<file path="config.mk">
export PLATFORM = sky130hd
export DESIGN_NAME = eeg_pea_out_wb
export DESIGN_NICKNAME = d
export VERILOG_FILES = /design/src/rtl/eeg_pea_out_wb.sv
export SDC_FILE = /design/constraint.sdc
export NUM_CORES = 1
export LEC_CHECK = 0
export BUFFER_PORTS_ARGS = -buffer_cell sky130_fd_sc_hd__buf_2
export CORE_AREA = 2 2 134 136
export DETAILED_ROUTE_END_ITERATION = 16
export DIE_AREA = 0 0 136 138
export PLACE_DENSITY = 0.85
export SETUP_SLACK_MARGIN = 0.3
export SLEW_MARGIN = 10
export SYNTH_ARGS = -nofsm -noshare
export SYNTH_HDL_FRONTEND = slang
export SYNTH_SLANG_ARGS = --single-unit
</file>
<file path="constraint.sdc">
create_clock -name clk -period 7.9 [get_ports clk]
set_clock_uncertainty 0.15 [all_clocks]
set_input_delay 0.395 -clock clk [delete_from_list [all_inputs] [get_ports clk]]
set_output_delay 0.395 -clock clk [all_outputs]
set_load 0.02 [all_outputs]
</file>
<file path="src/rtl/eeg_pea_out_wb.sv">
// Output write-back collector: round-robin merge of PE output streams onto one
// registered ORAM write port, with per-channel completion tracking and a DONE pulse.
module eeg_pea_out_wb #(
    parameter int unsigned PE_ROW      = 4,
    parameter int unsigned PE_COL      = 4,
    parameter int unsigned PE_OUT_DW   = 8,
    parameter int unsigned ORAM_ADD_AW = 8,
    parameter int unsigned CNT_DW      = 16,
    localparam int unsigned N          = PE_ROW * PE_COL,
    localparam int unsigned IW         = (N > 1) ? $clog2(N) : 1
) (
    input  logic                       clk,
    input  logic                       rst,
    input  logic                       START,
    output logic                       IS_IDLE,
    output logic                       DONE,
    output logic [CNT_DW-1:0]          WR_CNT,
    input  logic [N-1:0]               PE_VLD,
    input  logic [N-1:0]               PE_LST,
    output logic [N-1:0]               PE_RDY,
    input  logic [N*PE_OUT_DW-1:0]     PE_DAT,
    input  logic [N*ORAM_ADD_AW-1:0]   PE_ADD,
    output logic                       ORAM_WEN,
    input  logic                       ORAM_RDY,
    output logic [IW-1:0]              ORAM_IDX,
    output logic [ORAM_ADD_AW-1:0]     ORAM_ADD,
    output logic [PE_OUT_DW-1:0]       ORAM_DAT
);

    typedef enum logic [1:0] {
        StIdle  = 2'd0,
        StRun   = 2'd1,
        StDrain = 2'd2
    } state_t;

    state_t                 r_state;
    state_t                 w_state_nxt;
    logic                   r_full;
    logic [IW-1:0]          r_idx;
    logic [ORAM_ADD_AW-1:0] r_add;
    logic [PE_OUT_DW-1:0]   r_dat;
    logic [IW-1:0]          r_ptr;
    logic [N-1:0]           r_done_mask;
    logic [CNT_DW-1:0]      r_wr_cnt;

    logic [N-1:0]           w_elig;
    logic                   w_any;
    logic [IW-1:0]          w_g;
    int unsigned            w_arb_j;
    logic                   w_can_load;
    logic                   w_acc;
    logic                   w_wr;
    logic                   w_start;
    logic [IW-1:0]          w_ptr_nxt;
    logic [N-1:0]           w_done_nxt;
    logic [ORAM_ADD_AW-1:0] w_sel_add;
    logic [PE_OUT_DW-1:0]   w_sel_dat;

    assign w_elig     = PE_VLD & ~r_done_mask & {N{r_state == StRun}};
    assign w_can_load = !r_full || ORAM_RDY;
    assign w_acc      = w_any && w_can_load;
    assign w_wr       = r_full && ORAM_RDY;
    assign w_start    = (r_state == StIdle) && START;

    // First eligible channel at or above the pointer, wrapping past N-1.
    always_comb begin
        w_any   = 1'b0;
        w_g     = '0;
        w_arb_j = 0;
        for (int unsigned i = 0; i < N; i++) begin
            w_arb_j = (32'(r_ptr) + i) % N;
            if (!w_any && w_elig[w_arb_j]) begin
                w_any = 1'b1;
                w_g   = IW'(w_arb_j);
            end
        end
    end

    always_comb begin
        PE_RDY = '0;
        if (w_any) begin
            PE_RDY[w_g] = w_can_load;
        end
    end

    assign w_sel_add = PE_ADD[32'(w_g)*ORAM_ADD_AW +: ORAM_ADD_AW];
    assign w_sel_dat = PE_DAT[32'(w_g)*PE_OUT_DW +: PE_OUT_DW];
    assign w_ptr_nxt = (32'(w_g) == N - 1) ? '0 : w_g + 1'b1;

    always_comb begin
        w_done_nxt = r_done_mask;
        if (w_acc && PE_LST[w_g]) begin
            w_done_nxt[w_g] = 1'b1;
        end
    end

    always_comb begin
        w_state_nxt = r_state;
        unique case (r_state)
            StIdle:  if (START) w_state_nxt = StRun;
            StRun:   if (&w_done_nxt) w_state_nxt = StDrain;
            StDrain: if (!r_full) w_state_nxt = StIdle;
            default: w_state_nxt = StIdle;
        endcase
    end

    always_ff @(posedge clk) begin
        if (rst) begin
            r_state     <= StIdle;
            r_full      <= 1'b0;
            r_idx       <= '0;
            r_add       <= '0;
            r_dat       <= '0;
            r_ptr       <= '0;
            r_done_mask <= '0;
            r_wr_cnt    <= '0;
        end else begin
            r_state <= w_state_nxt;
            if (w_start) begin
                r_done_mask <= '0;
                r_wr_cnt    <= '0;
                r_ptr       <= '0;
            end else begin
                if (w_acc) begin
                    r_ptr       <= w_ptr_nxt;
                    r_done_mask <= w_done_nxt;
                end
                if (w_wr && (r_wr_cnt != '1)) begin
                    r_wr_cnt <= r_wr_cnt + 1'b1;
                end
            end
            // A reload on the same cycle as a drain keeps the register full.
            if (w_acc) begin
                r_full <= 1'b1;
                r_idx  <= w_g;
                r_add  <= w_sel_add;
                r_dat  <= w_sel_dat;
            end else if (ORAM_RDY) begin
                r_full <= 1'b0;
            end
        end
    end

    assign IS_IDLE  = (r_state == StIdle);
    assign DONE     = (r_state == StDrain) && !r_full;
    assign WR_CNT   = r_wr_cnt;
    assign ORAM_WEN = r_full;
    assign ORAM_IDX = r_idx;
    assign ORAM_ADD = r_add;
    assign ORAM_DAT = r_dat;

endmodule

</file>
; Word-level counts from Yosys, hierarchy flattened
; Index checks and enable logic that the tools add are counted.
[word_totals]
wordCells = 178
out_inout_bits = 55
in_bits = 292
reg_bits = 59
[classes]
reduce_logical = 44
eq_ne = 7
n_lt_le_gt_ge = 18
n_bitwise = 5
add_sub_neg = 17
shifts = 2
n_mux = 77
[op_table]
columns = operator, count
row1 = $shiftx A128 B8 Y8, 2
row2 = $lt A4 B5 Y1 const B, 17
row3 = $bmux W1 S4, 17
row4 = $mux W4, 17
row5 = $and A16 B16 Y16, 3
row6 = $mux W1, 36
row7 = $add A4 B4 Y4 const B, 8
row8 = $mux W16, 2
row9 = $logic_and A1 B1 Y1, 22
row10 = $add A16 B1 Y16 const B, 1
row11 = $add A4 B3 Y4 const B, 4
row12 = $logic_not A1 Y1, 16
row13 = $ne A16 B16 Y1 const B, 1
row14 = $not A16 Y16, 1
row15 = $or A16 B16 Y16, 1
row16 = $reduce_and A16 Y1, 1
row17 = $add A4 B1 Y4 const B, 2
row18 = $add A4 B2 Y4 const B, 2
row19 = $mux W2, 3
row20 = $pmux W2 S3, 1
row21 = $demux W1 S4, 1
row22 = $eq A4 B4 Y1 const B, 1
row23 = $ge A4 B1 Y1 const B, 1
row24 = $ne A2 B2 Y1 const B, 2
row25 = other kinds (8), 8

; Longest topological paths before layout
; Gate-level depths: netlist of the first run.
[depth]
ltp_word = 60
mapped_depth = 25
mapped_depth_nobuf = 19

; Worst setup path before layout of the first run
; Ideal clock, no wire load.
[synth_path]
kind = register -> register
startpoint = register r_ptr[0]
endpoint = register r_state[1]
period_less_slack_ns = 6.303
required_ns = 7.654
path_stages_with_launch = 24
t_arrival_ns = 6.057
setup_time_ns = 0.096
path_buffers = 5
setup_slack_ns = 1.597
path_cell_list = dfxtp_1 -> buf_6 -> inv_1 -> ha_1 -> inv_2 -> mux4_2 -> or4_1 -> nand4_1 -> nand2b_2 -> nor3_2 -> a221oi_1 -> a22oi_1 -> o221ai_4 -> buf_2 -> buf_4 -> buf_2 -> buf_2 -> ha_1 -> and2_1 -> and2_1 -> or3b_4 -> a2111oi_4 -> nand4_1 -> o41ai_2
[synth_via]
elab_chain_len = 57
word_cells_on_any_way = 123
cone_classes = add/sub: 15 / order compare: 2 / eq/ne: 1 / mux: 69 / bitwise: 1 / reduce/logical: 35
[synth_lines]
columns = item, line_no
row1 = start: declaration, 42  ; logic [IW-1:0] r_ptr;
row2 = start signal: assignment, 125  ; r_ptr <= w_ptr_nxt;
row3 = "parallel branches: the longest is 53 deep, another holds $add A4 B1 Y4", n/a
row4 = $mux W16 (*), 92  ; if (w_acc && PE_LST[w_g]) begin
row5 = $reduce_and A16 Y1 (*), 101  ; StRun: if (&w_done_nxt) w_state_nxt = StDrain;
row6 = $ne A2 B1 Y1 (no source line) (*), n/a
row7 = $reduce_and A3 Y1 (no source line) (*), n/a
row8 = end signal: assignment, 109  ; r_state <= StIdle;
row9 = end signal: assignment, 118  ; r_state <= w_state_nxt;
row10 = end: declaration, 36  ; state_t r_state;
; Mark *: on every way between the ends. The select of a mux whose other input is x is not followed.
; A chain may end at the register's enable or synchronous reset.

; Final worst setup path of the first run
[layout_path]
startpoint = register r_ptr[1]
endpoint = register r_state[1]
; Same word-level chain as after synthesis.

==> results.txt, run 1 <==
Post_cts resized: 0
Initial antenna violation count: 3
Nets@finish: 1636
R2R Path End: r_state[1]
Most frequent cells after synthesis: 128 x nand2_1, 115 x nor2_1, 59 x dfxtp_1
Clk_lat worst skew: 0.34 ns
Total CTS buffers: 9
Hold path start: ORAM_ADD[6]
Ys Warns: 0
Area leader, netlist: dfxtp_1
Total track usage: 39.49%
Crit path time final: 6.381 ns
Status: completed
Die area: 0.01877 mm^2
Row count: 49
Crit. End Element: register
Period utilization: 80.77%
CTS max path bufs: 2
GP Congestion: 1.026
Final wirelength: 38100 um
Clock root cell: clkbuf_16
Post-synth top area share: 15.01%
Hold endpoint: ORAM_ADD[6]
Die W: 136 um
Vias in the first global route: 9693
Distinct cells, synth: 101
CTS Hold Bufs: 0
Max cap viols: 0
Post-CTS setup buffers: 0
Clk sink count: 59
TritonRoute pass-1 iters: 5
Die Y: 138 um
Max FO, Critical Path: 23
IO Count: 347
Synth area leaders: dfxtp_1 15%, mux4_2 9.4%, nand2_1 6.1%, nor2_1 5.5%, a221oi_1 4.2%
Largest net degree at the start of global routing: 51
Crit Path Class: register to register
Synth Instances: 1027
H-tree Lvls: 3
Drc violations: 0
Core area: 0.01753 mm^2
Worst EP arrival: 6.48 ns
FMAX: 0.1567 GHz
Synthesis-to-layout area growth: 27.61%
Utilization of the core after routing: 57.26%
R2R Path Start: r_ptr[1]
Final Hold Viols: 0
Layout cell share with drive strength beyond 1: 35.75%
Type of origin of the critical path: register
Vias: 10104
Fillers: 1639
Hold path depth: 2
Starting DRT DRC Count: 1337
Max-Slew Margin vs Limit: 19.93%
Final-report setup violation count: 0
Vias per inst: 6.444
Synth Net Count: 1331
Register area share after synthesis: 15.01%
Worst EP required: 8.00 ns
First-pass GRT wire length: 56620 um
Flop2flop setup slack: 1.52 ns
Mapped Area: 0.007868 mm^2
RSZ-0062 raised after global routing: no
Async SR Flop Fraction: 0%
Most common cell in the synthesized netlist: nand2_1
Post-DP HPWL: 31000 um
Starting density of the core: 44.87%
Ys flop type: dfxtp_1
Slew @ Worst Pin: 1.201 ns
Worst r2r path cells: 20
Overflow left after global routing: 0
Syn avg cell area: 7.661 um^2
Yosys reg bits: 59
Post-synth EDFFs: 0
Wirelength per Cell: 24.30 um
CTS tree: yes
Antenna Violating Nets Remaining: 0
Final slew viol count: 0
Worst Hold Class: register to register
IO buf count: 346
Setup_tns: 0 ns
Reg clk slew, reported paths: 0.06 ns
-- per-layer routing --
layer  GRT usage (%)  wire (um)  share of wire (%)  up-vias
li1                -          -                  -     4573
met1           52.63      14790                 39     4743
met2           59.90      16830                 44      686
met3           12.54       5018                 13      100
met4           14.04       1442                3.8        2
met5               0         13              0.034        -
-- logic make-up after synthesis --
group                    count (synthesis)  synth area share [%]
AND/OR/NAND/NOR                        480                 32.24
AO/OA/AOI/OAI                          284                 27.74
buffers and inverters                   91                 5.312
multiplexers                            73                 14.68
flip-flops                              59                 15.01
XOR/XNOR                                28                 3.117
adder cells (fa/ha/maj)                 12                 1.908
-- worst max path at each step --
stage,from,slack [ns],endpoint
2_1_floorplan,r_ptr[0],1.60,r_state[1]
3_3_place_gp,r_ptr[0],1.71,r_state[1]
3_5_place_dp,r_ptr[0],1.72,r_state[1]
4_1_cts,r_ptr[0],1.64,PE_RDY[1]
5_1_grt,r_ptr[1],1.18,r_state[0]
6_report,r_ptr[1],1.52,r_state[1]
-- layout make-up --
type                    instances  area (um^2)  share of cell area [%]
clock inverters                 7        81.33                  0.8101
repair buffers                370         1912                   19.04
clock buffers                   9        225.2                   2.243
multi-input cells             877         6290                   62.65
well taps                     229        286.5                   2.854
diodes                          2        5.005                 0.04985
inverters                      15        58.81                  0.5857
flip-flops and latches         59         1181                   11.76
-- worst max-delay path, cell delays in order (launching register included) --
cell,delay (ns)
dfxtp_1,0.35
inv_2,0.11
ha_1,0.66
inv_2,0.20
mux4_2,0.48
or4_1,0.14
nand4_1,0.41
nand2b_2,0.40
nor4_4,0.47
nand3_1,0.18
a22oi_1,0.30
o221ai_4,0.18
inv_2,0.42
buf_4,0.29
ha_1,0.24
and2_1,0.25
and3_1,0.20
a21oi_1,0.11
nor4_1,0.29
nand4_1,0.17
o41ai_2,0.28
-- cells in the final DEF, fill, tap and decap left out, types with 11 or more instances in the layout --
cell and count:
nor2_1 115, mux4_2 33, nor2b_1 13, o22ai_1 11, nand3b_1 11, mux2i_1 31
ha_1 12, xnor2_1 12, buf_4 24, a211oi_1 17, nand3_1 25, a21oi_1 50
a31oi_1 23, o211ai_1 11, nor3_1 30, o21ai_0 22, a221oi_1 38, nand2_1 128
dfxtp_1 59, and3_1 23, a22oi_1 11, xor2_1 16, and2_1 24, nand4_1 15
buf_2 346, nor4_1 12, a311oi_1 14, nand2b_1 20
-- sequential cells by signal, summed over array words and instances, names as in the netlist --
| register | cells |
|---|---|
| WR_CNT | 16 |
| r_done_mask | 16 |
| ORAM_ADD | 8 |
| ORAM_DAT | 8 |
| ORAM_IDX | 4 |
| r_ptr | 4 |
| r_state | 2 |
| ORAM_WEN | 1 |
-- per-stage QoR --
| stage | hold slack, ns | setup slack [ns] | std cells | area, um^2 |
|---|---|---|---|---|
| global placement | 0.2921 | 1.712 | 1550 | 9728 |
| finish | 0.3083 | 1.519 | 1568 | 10040 |
| global route | 0.3365 | 1.181 | 1567 | 10040 |
| CTS | 0.3045 | 1.639 | 1566 | 10030 |
| floorplan | 0.3171 | 1.597 | 1027 | 7868 |
| detailed placement | 0.2963 | 1.718 | 1550 | 9728 |
Power of run 1 is left out: the tool's default activity adds up to more than one toggle a clock period on the data nets, which glitch-free logic cannot reach.
==> inputs of run 2 (changes only) <==
CORE_AREA = not set   (was 2 2 134 136)
CORE_MARGIN = 2   (was not set)
CORE_UTILIZATION = 45   (was not set)
DIE_AREA = not set   (was 0 0 136 138)
PLACE_DENSITY = 0.88   (was 0.85)
clock period = 5.2 ns   (was 7.9 ns; I/O delays follow)
==> run 2 against run 1 <==
Net effect: core utilization increased by 17 points; clock-buffer cell count unchanged; the run now ends with negative setup slack left; cell count increased by 11%; via count increased by 18%; fmax increased by 14%; register-to-register slack got worse by 1.9 ns; design area increased by 27%; worst setup slack got worse by 1.9 ns; routed wire length increased by 22%.
==> results.txt, run 2 (synthesis gave the netlist of run 1 again) <==
Worst Hold Class: primary input to register
Overflow left after global routing: 0
Layout cell share with drive strength beyond 1: 52.08%
Nets@finish: 1814
Drc violations: 0
Cell Area, Placed: 0.01081 mm^2
Total track usage: 44.48%
Total CTS buffers: 9
Die area: 0.01856 mm^2
Most frequent cells in the layout: 330 x buf_2, 154 x buf_4, 123 x nand2_1, 106 x nor2_1, 57 x dfxtp_1
Crit path time final: 5.593 ns
Crit path to: r_state[1]
Max cap viols: 0
Reg clk slew, reported paths: 0.07 ns
Starting DRT DRC Count: 1717
First-pass GRT wire length: 61980 um
Wirelength per Cell: 26.56 um
CTS max path bufs: 2
Final wirelength: 46300 um
Vias: 11908
Worst EP required: 5.29 ns
Final Hold Viols: 0
Final worst slack: -0.3930 ns
Worst hold slack: 0.1759 ns
Crit. End Element: register
Core area: 0.01718 mm^2
GP Congestion: 1.074
Post-DP HPWL: 33050 um
Vias per inst: 6.832
Clk_lat worst skew: 0.35 ns
Crit Path Class: register to register
Die Y: 136.2 um
IO Count: 347
Row count: 48
Clock root cell: clkbuf_16
Max FO, Critical Path: 8
IO buf count: 346
Die W: 136.2 um
Type of origin of the critical path: register
RSZ-0062 raised after global routing: yes
Synthesis-to-layout area growth: 62.23%
Largest net degree at the start of global routing: 37
Worst r2r path cells: 22
Starting density of the core: 45.80%
Placement Setup Slack: -0.07669 ns
Critical Path Source: r_ptr[0]
CTS tree: yes
Finished Cell Area: 0.01276 mm^2
Commonest non-fill, non-tap cell in the layout: buf_2
Status: complete, but fails checks
Period utilization: 107.6%
Antenna Violating Nets Remaining: 0
Clk sink count: 59
TritonRoute pass-1 iters: 7
CTS Hold Bufs: 0
FMAX: 0.1788 GHz
Failing checks: negative setup slack
Final-report setup violation count: 3
R2R Path End: r_state[1]
Initial antenna violation count: 7
Flop2flop setup slack: -0.39 ns
Worst EP arrival: 5.68 ns
Vias in the first global route: 10584
Slew @ Worst Pin: 1.174 ns
R2R Path Start: r_ptr[0]
H-tree Lvls: 3
Final slew viol count: 0
Max-Slew Margin vs Limit: 21.70%
-- run 2: changes by cell type in the layout (fill, tap and decap cells not counted), moves of 12 or more --
cell | previous run | this run
buf_4 | 24 | 154
buf_6 | 0 | 38
and2_1 | 24 | 6
and2_4 | 0 | 18
a21oi_1 | 50 | 34
buf_2 | 346 | 330
buf_12 | 0 | 13
a221oi_1 | 38 | 26
-- run 2: worst max-delay path, cell delays in order, from the launching register on --
cell	delay, ns
dfxtp_4	0.38
clkinvlp_4	0.12
ha_4	0.34
buf_12	0.14
nand4bb_4	0.24
o22ai_4	0.11
or2_4	0.26
mux4_2	0.53
or3b_4	0.48
o211ai_2	0.21
a221oi_2	0.11
o21a_1	0.22
a21o_4	0.24
buf_12	0.13
clkinv_8	0.08
buf_4	0.13
nand2_1	0.08
a32oi_1	0.24
buf_4	0.18
a21oi_2	0.09
a2111oi_4	0.33
nand4_1	0.29
o41ai_2	0.41
-- run 2: repair_timing --
item,CTS,global route
gates cloned,3,1
pin swaps,21,56
buffers inserted,31,28
resized for setup,67,187
endpoints found under the setup margin,40,51
-- run 2: cell type report --
type                            instances  area [um^2]
Inverter                               15        90.09
Multi-Input combinational cell        877         7141
Fill cell                            1245         4413
Timing Repair Buffer                  548         3749
Antenna cell                            3        7.507
Clock inverter                          7        83.83
Clock buffer                            9        225.2
Tap cell                              225        281.5
Sequential cell                        59         1186
-- run 2: metal layers --
layer	wire, um	vias up	track usage (%)
met1	16310	5490	56.84
met4	3505	2	22.45
met3	6810	330	13.31
met2	19660	1161	67.84
met5	13	-	0
li1	-	4925	-
-- run 2: how the worst min path moves through the flow --
stage                   start             end  slack [ns]  depth (start not counted)
2_1_floorplan  r_done_mask[5]  r_done_mask[5]        0.32                          2
3_3_place_gp      ORAM_DAT[3]     ORAM_DAT[3]        0.29                          2
3_5_place_dp      ORAM_DAT[1]     ORAM_DAT[1]        0.30                          2
4_1_cts                 START      r_state[0]        0.15                          4
5_1_grt                 START      r_state[0]        0.22                          4
6_report                START      r_state[0]        0.18                          4
-- run 2: stage by stage --
stage / std cells / utilization (%) / TNS [ns]
2_1_floorplan: 1027 / - / -0.4336
4_1_cts: 1711 / 68.40 / 0
3_5_place_dp: 1661 / 62.96 / -0.1491
3_3_place_gp: 1661 / 62.96 / -0.1209
6_report: 1743 / 74.31 / -0.4283
5_1_grt: 1741 / 74.28 / -0.6766
Power of run 2 is left out for the same reason.
==> inputs of run 3 (changes only) <==
CELL_PAD_IN_SITES_DETAIL_PLACEMENT = 1   (was not set)
CELL_PAD_IN_SITES_GLOBAL_PLACEMENT = 1   (was not set)
CORE_UTILIZATION = 31   (was 45)
PLACE_DENSITY = 0.87   (was 0.88)
==> run 3 against run 2 <==
Net effect: the run still ends with negative setup slack left; worst setup slack worse by 0.57 ns; flip-flop and latch count stayed put; clock-buffer cell count is 1 higher; critical path type unchanged; critical endpoint unchanged.
==> results.txt, run 3 (synthesis gave the netlist of run 1 again) <==
CTS max path bufs: 2
Nets@finish: 1957
CP max stage delay: 0.50 ns
Starting density of the core: 31.42%
Final non-filler cell total: 2004
Final-report setup violation count: 53
Max-Slew Margin vs Limit: 12.41%
Status: complete, but fails checks
Utilization of the core after routing: 59.26%
Largest net degree at the start of global routing: 38
Wirelength per Cell: 32.63 um
DP Cell Count: 1865
Max FO, Critical Path: 8
H-tree Lvls: 3
FMAX: 0.1622 GHz
Worst EP arrival: 6.24 ns
Overflow left after global routing: 0
Die area: 0.02667 mm^2
Core area: 0.02504 mm^2
Failing checks: negative setup slack
Initial antenna violation count: 15
Commonest non-fill, non-tap cell in the layout: buf_2
Crit Path Class: register to register
Clock root cell: clkbuf_16
Vias in the first global route: 13002
Antenna Violating Nets Remaining: 0
Synthesis-to-layout area growth: 88.58%
Met3 Usage GRT: 6.983%
Total CTS buffers: 9
Type of origin of the critical path: register
Grt met2 use: 68.30%
Worst Hold Class: primary input to register
Placement Setup Slack: -0.4503 ns
Clk sink count: 59
First-pass GRT wire length: 79380 um
Slowest-stage cell, CP: mux4_2
Row count: 58
Vias: 13327
Max cap viols: 0
CP dominant cell by count: buf_4
Starting DRT DRC Count: 1547
TritonRoute pass-1 iters: 9
Crit. End Element: register
Crit-path leading delay family: simple AND/OR/NAND/NOR gates
Worst EP required: 5.28 ns
Die W: 163.3 um
Clk_lat worst skew: 0.34 ns
Reg clk slew, reported paths: 0.06 ns
Total track usage: 39.38%
GRT busiest layer: met2
Die Y: 163.3 um
Vias per inst: 6.650
GP Congestion: 1.026
CTS tree: yes
Post-DP HPWL: 38450 um
Met1 Use GR: 43.95%
Most frequent cells in the layout: 332 x buf_2, 255 x buf_4, 123 x nand2_1, 100 x nor2_1, 73 x buf_6
Final slew viol count: 0
IO buf count: 346
Layout cell share with drive strength beyond 1: 58.54%
IO Count: 347
Final Hold Viols: 0
RSZ-0062 raised after global routing: yes
Final worst slack: -0.9644 ns
Final wirelength: 65380 um
Worst-path cell chain: clkinvlp_4, ha_4, nand4bb_4, buf_4, o32ai_2, nor2_1, mux4_2, nand2b_4, buf_6, nor4_4, buf_4, nand4_1, a21boi_4, a21o_4, clkinv_8, mux2i_2, a22oi_1, buf_4, a31oi_4, nor4_2, nand4_1, o41ai_2
Crit path time final: 6.164 ns
CP bufs+invs: 6
Period utilization: 118.5%
Drc violations: 0
Slew @ Worst Pin: 1.314 ns
## run 3: layer usage
layer / share of wire, % / vias up
li1: - / 5224
met1: 34 / 6326
met2: 45 / 1236
met3: 11 / 535
met4: 11 / 6
met5: 0.058 / -
## run 3: final cells by class
cell class / count / area (um^2)
clock buffers: 10 / 239.0
repair buffers: 690 / 5049
diodes: 17 / 42.54
fillers: 2979 / 10200
flip-flops and latches: 59 / 1184
multi-input cells: 878 / 7750
well taps: 330 / 412.9
clock inverters: 5 / 77.57
inverters: 15 / 82.58
## run 3: worst register-to-register path, delay by kind of cell, from the launching register on
| family | cells | cell delay (ns) |
|---|---|---|
| compound gates | 6 | 1.52 |
| fa+ha+maj | 1 | 0.39 |
| buf+inv | 6 | 0.98 |
| flops | 1 | 0.36 |
| mux | 2 | 0.68 |
| simple gates | 7 | 1.98 |
## run 3: timing repair
item | in CTS | in global routing
endpoints found under the setup margin | 53 | 54
hold buffers | 0 | 0
endpoints found under the hold margin | 0 | 0
resized for setup | 217 | 164
pin swaps | 61 | 73
buffers inserted | 57 | 41
cloned | 4 | 5
## run 3: through the flow
step	cell area (um^2)	setup TNS, ns	hold slack (ns)
CTS	13410	-0.02844	0.1765
finish	14840	-23.80	0.3087
global placement	11630	-0.7467	0.2907
detailed placement	11630	-3.833	0.3055
global route	14830	-23.43	0.3077
floorplan	8049	-0.4336	0.3171
## run 3: path summary, 6_finish.rpt
path / startpoint / endpoint / slack (ns) / cells past startpoint
setup / recovery: r_ptr[0] / r_state[1] / -0.96 / 22
hold / removal: rst / ORAM_IDX[0] / 0.31 / 2
setup reg to reg: r_ptr[0] / r_state[1] / -0.96 / 22
hold reg to reg: ORAM_ADD[0] / ORAM_ADD[0] / 0.32 / 2
Power of run 3 is left out for the same reason.
